### config.mk
export PLATFORM = sky130hd
export DESIGN_NAME = uart_autobaud
export DESIGN_NICKNAME = d
export VERILOG_FILES = /design/src/rtl/uart_autobaud.sv
export SDC_FILE = /design/constraint.sdc
export NUM_CORES = 1
export LEC_CHECK = 0
export ABC_AREA = 0
export CORE_MARGIN = 10
export CORE_UTILIZATION = 61
export CTS_BUF_LIST = sky130_fd_sc_hd__clkbuf_4
export DETAILED_ROUTE_END_ITERATION = 8
export DONT_BUFFER_PORTS = 1
export PLACE_DENSITY = 0.8
export SLEW_MARGIN = 20
export SYNTH_ARGS = -nofsm -noshare
export SYNTH_HDL_FRONTEND = slang
export SYNTH_SLANG_ARGS = --single-unit
### constraint.sdc
create_clock -name i_clk -period 5.17 [get_ports i_clk]
set_clock_uncertainty 0.15 [all_clocks]
set_input_delay 1.034 -clock i_clk [delete_from_list [all_inputs] [get_ports i_clk]]
set_output_delay 1.034 -clock i_clk [all_outputs]
set_load 0.005 [all_outputs]
### src/rtl/uart_autobaud.sv
// ---------------------------------------------------------------------------
// uart_autobaud
//
// Automatic baud-rate controller. When armed it measures one 0x55 sync
// character on the raw RX line, derives the bit length in clocks, validates
// it and then drives the new bit length to uart_rx / uart_tx. While a
// measurement is in progress o_rx_hold tells the top level to discard
// whatever uart_rx produces.
//
// Optional feature (macro UART_AUTOBAUD_RETRY_EN):
//   defined   - a failed measurement goes back to GUARD and re-arms by itself
//               until it succeeds or i_abort is seen.
//   undefined - a failed measurement returns to IDLE; software re-arms.
//
// Ports:
//   i_clk               system clock
//   i_rst               synchronous active-high reset
//   i_arm               one-cycle measurement request (ignored while busy)
//   i_abort             one-cycle request to return to IDLE, no update
//   i_rx                raw asynchronous RX line
//   o_bit_length        bit length in clocks for uart_rx / uart_tx
//   o_bit_length_valid  one-cycle pulse when o_bit_length is updated
//   o_locked            set by a successful measurement, cleared by i_arm
//   o_busy              controller is not idle
//   o_rx_hold           same as o_busy; receiver output is to be discarded
//   o_timeout_err       sticky, a phase took too long; cleared by i_arm
//   o_range_err         sticky, result out of range;   cleared by i_arm
// ---------------------------------------------------------------------------
module uart_autobaud #(
    parameter logic [31:0] DEFAULT_BIT_LEN = 32'd867,
    parameter logic [31:0] MIN_BIT_LEN     = 32'd3,
    parameter logic [31:0] TIMEOUT_CLKS    = 32'd1_000_000,
    parameter logic [15:0] GUARD_CLKS      = 16'd16
) (
    input  logic        i_clk,
    input  logic        i_rst,
    input  logic        i_arm,
    input  logic        i_abort,
    input  logic        i_rx,
    output logic [31:0] o_bit_length,
    output logic        o_bit_length_valid,
    output logic        o_locked,
    output logic        o_busy,
    output logic        o_rx_hold,
    output logic        o_timeout_err,
    output logic        o_range_err
);

    typedef enum logic [2:0] {
        ST_IDLE,
        ST_GUARD,
        ST_WAIT_START,
        ST_MEASURE,
        ST_WAIT_STOP,
        ST_CHECK,
        ST_APPLY,
        ST_ERROR
    } state_t;

    localparam logic [31:0] CNT_MAX = 32'hFFFF_FFFF;

    state_t      state_reg, state_next;

    // RX conditioning: two-flop synchronizer plus one delay flop
    logic        rx_meta_reg, rx_sync_reg, rx_prev_reg;
    logic        rx_fall, rx_rise;

    logic [31:0] phase_reg, phase_next;
    logic [15:0] guard_reg, guard_next;
    logic [31:0] cnt_reg, cnt_next;
    logic [2:0]  edges_reg, edges_next;
    logic [31:0] t0_reg, t0_next;
    logic        t0_seen_reg, t0_seen_next;
    logic [31:0] s_reg, s_next;
    logic [31:0] bit_length_reg, bit_length_next;
    logic        valid_reg, valid_next;
    logic        locked_reg, locked_next;
    logic        timeout_err_reg, timeout_err_next;
    logic        range_err_reg, range_err_next;

    logic [31:0] cnt_inc, phase_inc;
    logic [31:0] s_plus4, calc_bl;
    logic [34:0] eight_t0, s_wide, deviation, dev_limit;
    logic        range_bad;
    logic        timed_state, timeout_hit;

    assign rx_fall = rx_prev_reg & ~rx_sync_reg;
    assign rx_rise = ~rx_prev_reg & rx_sync_reg;

    // Counters saturate so a stuck line can never wrap back into a
    // plausible value; the phase timeout always fires long before that.
    assign cnt_inc   = (cnt_reg == CNT_MAX) ? cnt_reg : cnt_reg + 32'd1;
    assign phase_inc = (phase_reg == CNT_MAX) ? phase_reg : phase_reg + 32'd1;

    // S spans 8 bit periods; round to nearest then subtract one because
    // uart_rx counts 0..bit_length inclusive.
    assign s_plus4 = s_reg + 32'd4;
    assign calc_bl = (s_plus4 >> 3) - 32'd1;

    // Start-bit sanity check done in 35 bits so 8*T0 cannot overflow.
    assign eight_t0  = {t0_reg, 3'b000};
    assign s_wide    = {3'b000, s_reg};
    assign deviation = (eight_t0 >= s_wide) ? (eight_t0 - s_wide) : (s_wide - eight_t0);
    assign dev_limit = {5'b00000, s_reg[31:2]};
    assign range_bad = (calc_bl < MIN_BIT_LEN) || (deviation > dev_limit);

    assign timed_state = (state_reg == ST_GUARD) || (state_reg == ST_WAIT_START) ||
                         (state_reg == ST_MEASURE) || (state_reg == ST_WAIT_STOP);
    assign timeout_hit = timed_state && (phase_reg >= TIMEOUT_CLKS);

    always_comb begin
        state_next       = state_reg;
        phase_next       = phase_inc;
        guard_next       = guard_reg;
        cnt_next         = cnt_inc;
        edges_next       = edges_reg;
        t0_next          = t0_reg;
        t0_seen_next     = t0_seen_reg;
        s_next           = s_reg;
        bit_length_next  = bit_length_reg;
        valid_next       = 1'b0;
        locked_next      = locked_reg;
        timeout_err_next = timeout_err_reg;
        range_err_next   = range_err_reg;

        if (i_abort) begin
            state_next = ST_IDLE;
        end else if (timeout_hit) begin
            timeout_err_next = 1'b1;
            state_next       = ST_ERROR;
        end else begin
            case (state_reg)
                ST_IDLE: begin
                    if (i_arm) begin
                        locked_next      = 1'b0;
                        timeout_err_next = 1'b0;
                        range_err_next   = 1'b0;
                        state_next       = ST_GUARD;
                    end
                end
                ST_GUARD: begin
                    // Need a quiet high line so we don't lock onto the
                    // middle of a character already in flight.
                    guard_next = rx_sync_reg ? guard_reg + 16'd1 : 16'd0;
                    if (guard_reg >= GUARD_CLKS) begin
                        state_next = ST_WAIT_START;
                    end
                end
                ST_WAIT_START: begin
                    if (rx_fall) begin
                        cnt_next     = 32'd0;
                        edges_next   = 3'd1;
                        t0_seen_next = 1'b0;
                        state_next   = ST_MEASURE;
                    end
                end
                ST_MEASURE: begin
                    // cnt+1 is the distance in clocks from the start edge
                    if (rx_rise && !t0_seen_reg) begin
                        t0_next      = cnt_inc;
                        t0_seen_next = 1'b1;
                    end
                    if (rx_fall) begin
                        edges_next = edges_reg + 3'd1;
                        // 5th falling edge of 0x55 sits 8 bit periods in
                        if (edges_reg == 3'd4) begin
                            s_next     = cnt_inc;
                            state_next = ST_WAIT_STOP;
                        end
                    end
                end
                ST_WAIT_STOP: begin
                    if (rx_rise) begin
                        state_next = ST_CHECK;
                    end
                end
                ST_CHECK: begin
                    if (range_bad) begin
                        range_err_next = 1'b1;
                        state_next     = ST_ERROR;
                    end else begin
                        state_next = ST_APPLY;
                    end
                end
                ST_APPLY: begin
                    bit_length_next = calc_bl;
                    valid_next      = 1'b1;
                    locked_next     = 1'b1;
                    state_next      = ST_IDLE;
                end
                ST_ERROR: begin
`ifdef UART_AUTOBAUD_RETRY_EN
                    state_next = ST_GUARD;
`else
                    state_next = ST_IDLE;
`endif
                end
                default: begin
                    state_next = ST_IDLE;
                end
            endcase
        end

        // Every state starts its timeout and guard window from zero
        if (state_next != state_reg) begin
            phase_next = 32'd0;
            guard_next = 16'd0;
        end
    end

    always_ff @(posedge i_clk) begin
        if (i_rst) begin
            state_reg       <= ST_IDLE;
            rx_meta_reg     <= 1'b1;
            rx_sync_reg     <= 1'b1;
            rx_prev_reg     <= 1'b1;
            phase_reg       <= 32'd0;
            guard_reg       <= 16'd0;
            cnt_reg         <= 32'd0;
            edges_reg       <= 3'd0;
            t0_reg          <= 32'd0;
            t0_seen_reg     <= 1'b0;
            s_reg           <= 32'd0;
            bit_length_reg  <= DEFAULT_BIT_LEN;
            valid_reg       <= 1'b0;
            locked_reg      <= 1'b0;
            timeout_err_reg <= 1'b0;
            range_err_reg   <= 1'b0;
        end else begin
            state_reg       <= state_next;
            rx_meta_reg     <= i_rx;
            rx_sync_reg     <= rx_meta_reg;
            rx_prev_reg     <= rx_sync_reg;
            phase_reg       <= phase_next;
            guard_reg       <= guard_next;
            cnt_reg         <= cnt_next;
            edges_reg       <= edges_next;
            t0_reg          <= t0_next;
            t0_seen_reg     <= t0_seen_next;
            s_reg           <= s_next;
            bit_length_reg  <= bit_length_next;
            valid_reg       <= valid_next;
            locked_reg      <= locked_next;
            timeout_err_reg <= timeout_err_next;
            range_err_reg   <= range_err_next;
        end
    end

    assign o_bit_length       = bit_length_reg;
    assign o_bit_length_valid = valid_reg;
    assign o_locked           = locked_reg;
    assign o_busy             = (state_reg != ST_IDLE);
    assign o_rx_hold          = (state_reg != ST_IDLE);
    assign o_timeout_err      = timeout_err_reg;
    assign o_range_err        = range_err_reg;

endmodule

==> results of run 1 <==
==> worst max path at each step <==
stage | from | slack, ns | end
floorplan | s_reg[3] | 0.06 | state_reg[0]
global placement | s_reg[3] | -0.04 | state_reg[0]
detailed placement | s_reg[3] | -0.17 | o_range_err
CTS | t0_reg[28] | 0.005 | o_range_err
global route | t0_reg[14] | -0.10 | o_range_err
finish | t0_reg[15] | 0.15 | o_range_err
==> cells in the final DEF (no fill, tap or decap), types with 5 or more instances in the layout <==
cell,n
nor2_1,259
dfxtp_1,165
nand2_1,145
buf_4,142
a21oi_1,122
xnor2_1,96
inv_1,91
ha_1,88
a211oi_1,71
xor2_1,64
o21ai_0,53
nand3_1,50
nand4_1,49
a21o_1,41
nor3_1,33
dfxtp_2,23
nor4_1,22
and3_1,21
mux2i_1,17
clkbuf_4,17
o211ai_1,15
and4_1,13
a31oi_1,11
nor2b_1,10
and2_1,10
nand2b_1,9
o21a_1,9
ha_4,9
a21oi_2,8
o21bai_1,8
nor3b_1,8
or3_1,7
o22ai_1,7
nor4_2,6
inv_2,5
mux2_2,5
nand3b_1,5
inv_12,5
==> routing by layer <==
metal | wire, um | vias up | track usage
li1 | - | 6408 | -
met1 | 17420 | 6246 | 0.3628
met2 | 18640 | 517 | 0.4354
met3 | 2865 | 98 | 0.03705
met4 | 1436 | 0 | 0.09681
met5 | 0 | - | 0
==> area by class of cell <==
| class | instances | area [um^2] | share of cell area |
|---|---|---|---|
| inverters | 96 | 360.3 | 0.02331 |
| flip-flops and latches | 188 | 3792 | 0.2454 |
| repair buffers | 146 | 1142 | 0.07391 |
| clock inverters | 15 | 222.7 | 0.01441 |
| well taps | 280 | 350.3 | 0.02267 |
| clock buffers | 17 | 127.6 | 0.008257 |
| diodes | 1 | 2.502 | 0.0001619 |
| multi-input cells | 1390 | 9458 | 0.6119 |
==> through the flow <==
step / total power [W] / setup TNS (ns) / instances / area, um^2
after floorplan: 0.001531 / 0 / 1768 / 13630
after global placement: 0.001532 / -0.07582 / 2087 / 14610
after detailed placement: 0.001534 / -0.3370 / 2087 / 14610
after CTS: 0.002480 / 0 / 2119 / 14980
after global routing: 0.002539 / -0.1839 / 2133 / 15460
final: 0.002464 / 0 / 2133 / 15460
==> cell families (layout without fill, tap and decap cells) <==
family | Yosys count | count (layout)
XOR/XNOR | 163 | 163
adder cells (fa/ha/maj) | 100 | 100
multiplexers | 25 | 25
AO/OA/AOI/OAI | 413 | 413
other | 0 | 1
flip-flops | 188 | 188
buffers and inverters | 190 | 274
AND/OR/NAND/NOR | 689 | 689
==> power groups by stage <==
stage / Sequential, W / Clock [W] / Combinational, W
floorplan: 0.00149 / 0 / 0.0000420
global placement: 0.00149 / 0 / 0.0000407
detailed placement: 0.00149 / 0 / 0.0000425
CTS: 0.00146 / 0.000975 / 0.0000426
global route: 0.00146 / 0.00103 / 0.0000468
finish: 0.00146 / 0.000959 / 0.0000427
==> what timing repair did <==
item	4_1_cts	5_1_grt
endpoints found under the setup margin	2	2
hold buffers	0	0
buffers inserted	0	12
gates cloned	0	1
pin swaps	1	37
resized for setup	5	85
==> impl_metrics.tcl, run 1 <==
set metrics [dict create \
    status "finished with violations" \
    violations "design-rule violations" \
    synth_warnings 0 \
    crit_path_max_fanout 4 \
    reg2reg_slack_ns 0.15 \
    via_per_inst 6.221 \
    wirelength_um 40360 \
    final_core_util 0.7060 \
    p_leak_nw 6.270 \
    first_pass_iters 9 \
    syn_avg_cell_area_um2 7.710 \
    die_area_um2 28730 \
    period_minus_slack_ns 5.023 \
    whs_ns 0.2871 \
    synth_edf_count 0 \
    async_flop_share 0 \
    synth-seq-area-share 0.2761 \
    fmax_mhz 199.1 \
    crit_arrival_ns 5.39 \
    grt_max_degree 100 \
    end_kind "register" \
    hold_start "i_abort" \
    fin_crit_sh 0.9715 \
    core_um2 21890 \
    maxCapViolCount 0 \
    port_buffers 0 \
    num-fill-cells 1798 \
    start_util 0.6227 \
    path_delay_family "compound AO/OA/AOI/OAI gates" \
    synthSimpleGateAreaFrac 0.2502 \
    internal_power_w 0.001765 \
    hold_path_depth 1 \
    drive_gt1_frac 0.1582 \
    setup_violations 0 \
    muxShareOfSynthArea 0.01891 \
    fp-row-count 54 \
    combPwrFrac 0.017 \
    antenna_found_initial 1 \
    fp.dieW_um 169.5 \
    cts.sinks 188 \
    ys_types 91 \
    yosysMostFrequentCell "nor2_1" \
    required_ns 5.54 \
    yosys-top-cells-area "dfxtp_1, ha_1, nor2_1" \
    power_frac_clock 0.389 \
    nets 1944 \
    pre_cts_slack_ns -0.1730 \
    numCtsBuffers 17 \
    hold_viol 0 \
    p_sw_frac 0.2836 \
    p_seq_frac 0.593 \
    syn_to_final_growth_pct 13.39 \
    crit_cells 25 \
    dp_hpwl_um 31030 \
    holdPathEnd "state_reg[2]" \
    yosys-top-cells-count "nor2_1, dfxtp_1, nand2_1" \
    first_iter_violations 1392 \
    vias 13269 \
    reg2reg_to "o_range_err" \
    cts_tree "built" \
    yosysTopAreaCell "dfxtp_1" \
    crit_type "register to register" \
    finalWorstSetupSlack_ns 0.1474 \
    ctsHtreeMaxLevel 4 \
    rsz0062_at_grt "true" \
    synthAdderAreaFrac 0.09234 \
    critPathBufInv 2 \
    critPathLaunchType "register" \
    clk_latency_ns 0.63 \
    avgRoutedWirePerCell_um 18.92 \
    postRouteAntennaNets 0 \
    grt_overflow 0 \
    grt_pass1_vias 12214 \
    ir_drop_mv 0.1438 \
    cts_buffer_depth 2 \
    ios 43 \
    grt_use_total 0.2706 \
    synth-seq-cells 188 \
    max_stage_delay_ns 0.40 \
    maxSlewHeadroom 0.4180 \
    ctsRootBufferMaster "clkbuf_4" \
    die_y_um 169.5 \
    drv_slew 0 \
    netlist.area_leader.share 0.2761 \
    syn_area_um2 13630 \
    p_per_area_nw_per_um2 159.4 \
    gp_congestion 1.038 \
    hold_class "primary input to register" \
    timing.rr.start "t0_reg[15]" \
    postSynthCellCount 1768 \
    synth_compound_area_frac 0.1988 \
    power_switching_w 0.0006988 \
    worst_pin_slew_ns 0.8650 \
    clkTransAtPathRegs_ns 0.21 \
    synthFlopType "dfxtp_1" \
    grt_pass1_wl_um 64090 \
    synth_top_family_by_area "simple AND/OR/NAND/NOR gates" \
    route.detailed.drc 1 \
    syn_nets 1873 \
    synth_xor_area_frac 0.1072 \
    critPathSlowestCell "dfxtp_2" \
    reg2regPathDepth 25 \
]
No activity file was read; power rests on OpenSTA's default activity.
==> inputs of run 2 (changes only) <==
--- a/config.mk
+++ b/config.mk
@@ -12,5 +12,6 @@
 export DETAILED_ROUTE_END_ITERATION = 8
 export DONT_BUFFER_PORTS = 1
-export PLACE_DENSITY = 0.8
+export PLACE_DENSITY = 0.77
+export SETUP_SLACK_MARGIN = 0.3
 export SLEW_MARGIN = 20
 export SYNTH_ARGS = -nofsm -noshare
==> constraint.sdc (replaced) <==
create_clock -name i_clk -period 6.5 [get_ports i_clk]
set_clock_uncertainty 0.15 [all_clocks]
set_input_delay 1.3 -clock i_clk [delete_from_list [all_inputs] [get_ports i_clk]]
set_output_delay 1.3 -clock i_clk [all_outputs]
set_load 0.01 [all_outputs]
==> run 2 against run 1 <==
Against the previous run: the flow still finishes with violations (design-rule violations); cell area down 9.0%; final cell count down 6.2%; combinational power down 24%; critical path depth down 2; via count down 6.9%; die area unchanged; critical path type unchanged; hold slack better by 0.0015 ns; maximum frequency down 13%.
==> impl_metrics.tcl, run 2 (synthesis results as in run 1) <==
set metrics [dict create \
    status "finished with violations" \
    violations "design-rule violations" \
    end_kind "register" \
    gp_congestion 1.055 \
    hold_viol 0 \
    ios 43 \
    timing.setup.tns_ns 0 \
    crit_arrival_ns 6.16 \
    avgRoutedWirePerCell_um 18.97 \
    cp-startpoint "s_reg[7]" \
    cts-hold-fix-buffers 0 \
    first_iter_violations 1114 \
    cts.sinks 188 \
    die_y_um 169.5 \
    period_minus_slack_ns 5.789 \
    core_um2 21890 \
    fp-row-count 54 \
    ir_drop_mv 0.1432 \
    required_ns 6.87 \
    fp.dieW_um 169.5 \
    nets 1811 \
    critPathLaunchType "register" \
    grt_pass1_vias 11407 \
    worst_pin_slew_ns 0.8871 \
    first_pass_iters 9 \
    grt_pass1_wl_um 60950 \
    crit_path_max_fanout 33 \
    postRouteAntennaNets 0 \
    vias 12355 \
    fin_crit_sh 0.8906 \
    clkTransAtPathRegs_ns 0.18 \
    grt_overflow 0 \
    most-common-layout-cells "nor2_1, dfxtp_1, nand2_1" \
    port_buffers 0 \
    start_util 0.6227 \
    p_per_area_nw_per_um2 134.9 \
    grt_use_total 0.2604 \
    drive_gt1_frac 0.05526 \
    wirelength_um 37960 \
    crit_path_end "state_reg[0]" \
    clk_latency_ns 0.63 \
    syn_to_final_growth_pct 3.185 \
    fmax_mhz 172.7 \
    maxSlewHeadroom 0.4058 \
    drv_slew 0 \
    setup_violations 0 \
    hold_class "register to register" \
    ctsHtreeMaxLevel 4 \
    route.detailed.drc 2 \
    grt_max_degree 100 \
    reg2reg_slack_ns 0.71 \
    maxCapViolCount 0 \
    cts_tree "built" \
    cts_setup_buffers 0 \
    timing.rr.start "s_reg[7]" \
    die_area_um2 28730 \
    numCtsBuffers 17 \
    dp_hpwl_um 29590 \
    p_leak_nw 5.527 \
    cts_buffer_depth 2 \
    reg2regPathDepth 23 \
    antenna_found_initial 1 \
    total_power_w 0.001897 \
    reg2reg_to "state_reg[0]" \
    ctsRootBufferMaster "clkbuf_4" \
    crit_type "register to register" \
    final_common_cell "nor2_1" \
    rsz0062_at_grt "false" \
    via_per_inst 6.174 \
]
-- run 2: changes by cell type in the layout (fill, tap and decap cells not counted), moves of 7 or more --
cell     change
buf_4      -130
dfxtp_1     +20
dfxtp_2     -20
ha_1        +10
ha_4         -9
a21oi_1      +8
a21oi_2      -7
-- run 2: timing repair --
action	CTS	global route
endpoints found under the hold margin	0	0
endpoints found under the setup margin	0	2
resized for setup	0	7
-- run 2: how the worst min path moves through the flow --
stage / startpoint / endpoint / cells past startpoint / slack (ns)
floorplan: rx_meta_reg / rx_sync_reg / 1 / 0.24
finish: rx_meta_reg / rx_sync_reg / 1 / 0.29
global route: rx_meta_reg / rx_sync_reg / 1 / 0.30
global placement: rx_meta_reg / rx_sync_reg / 1 / 0.25
CTS: rx_meta_reg / rx_sync_reg / 1 / 0.29
detailed placement: rx_meta_reg / rx_sync_reg / 1 / 0.25
-- run 2: power by group --
part | switching, W | internal, W | total [W] | leakage (nW)
clock | 0.000507 | 0.000195 | 0.000702 | 0.169
sequential | 0.00000516 | 0.00116 | 0.00116 | 1.52
combinational | 0.0000233 | 0.00000903 | 0.0000323 | 3.84
-- run 2: worst max-delay path, cell delays in order (launching register included) --
cell and delay (ns):
dfxtp_1 0.46, ha_1 0.48, and3_1 0.31, nand2_1 0.14, o31ai_2 0.36, a31oi_1 0.18, o31ai_4 0.34, a31oi_4 0.15
buf_6 0.24, mux2i_1 0.30, o22ai_1 0.15, a21oi_1 0.27, o21ai_0 0.15, xnor2_1 0.15, ha_1 0.27, nand3_1 0.09
nor3_1 0.27, nand3_1 0.11, nor2_1 0.17, o21ai_0 0.11, a2111oi_0 0.36, o211ai_1 0.19, o21ai_1 0.20, a21oi_1 0.08
-- run 2: metal layers --
layer	track usage	up-vias	share of wire
met2	0.4148	421	0.45
met3	0.03775	95	0.060
li1	-	6150	-
met5	0	-	0
met1	0.3374	5689	0.44
met4	0.1298	0	0.050
-- run 2: stage by stage --
stage | instances | utilization | hold slack [ns] | worst slack, ns | instance area (um^2)
finish | 2001 | 0.6425 | 0.2886 | 0.7108 | 14060
floorplan | 1768 | - | 0.2395 | 1.281 | 13630
detailed placement | 1967 | 0.6263 | 0.2494 | 0.6070 | 13710
global route | 2001 | 0.6425 | 0.2977 | 0.3872 | 14060
global placement | 1967 | 0.6263 | 0.2538 | 0.8591 | 13710
CTS | 1999 | 0.6409 | 0.2907 | 0.5652 | 14030
-- run 2: cell type report --
class / count / area (um^2)
Sequential cell: 188 / 3767
Fill cell: 1972 / 7826
Clock inverter: 14 / 185.2
Timing Repair Buffer: 13 / 101.3
Tap cell: 280 / 350.3
Multi-Input combinational cell: 1390 / 9160
Inverter: 96 / 360.3
Clock buffer: 18 / 135.1
Antenna cell: 2 / 5.005
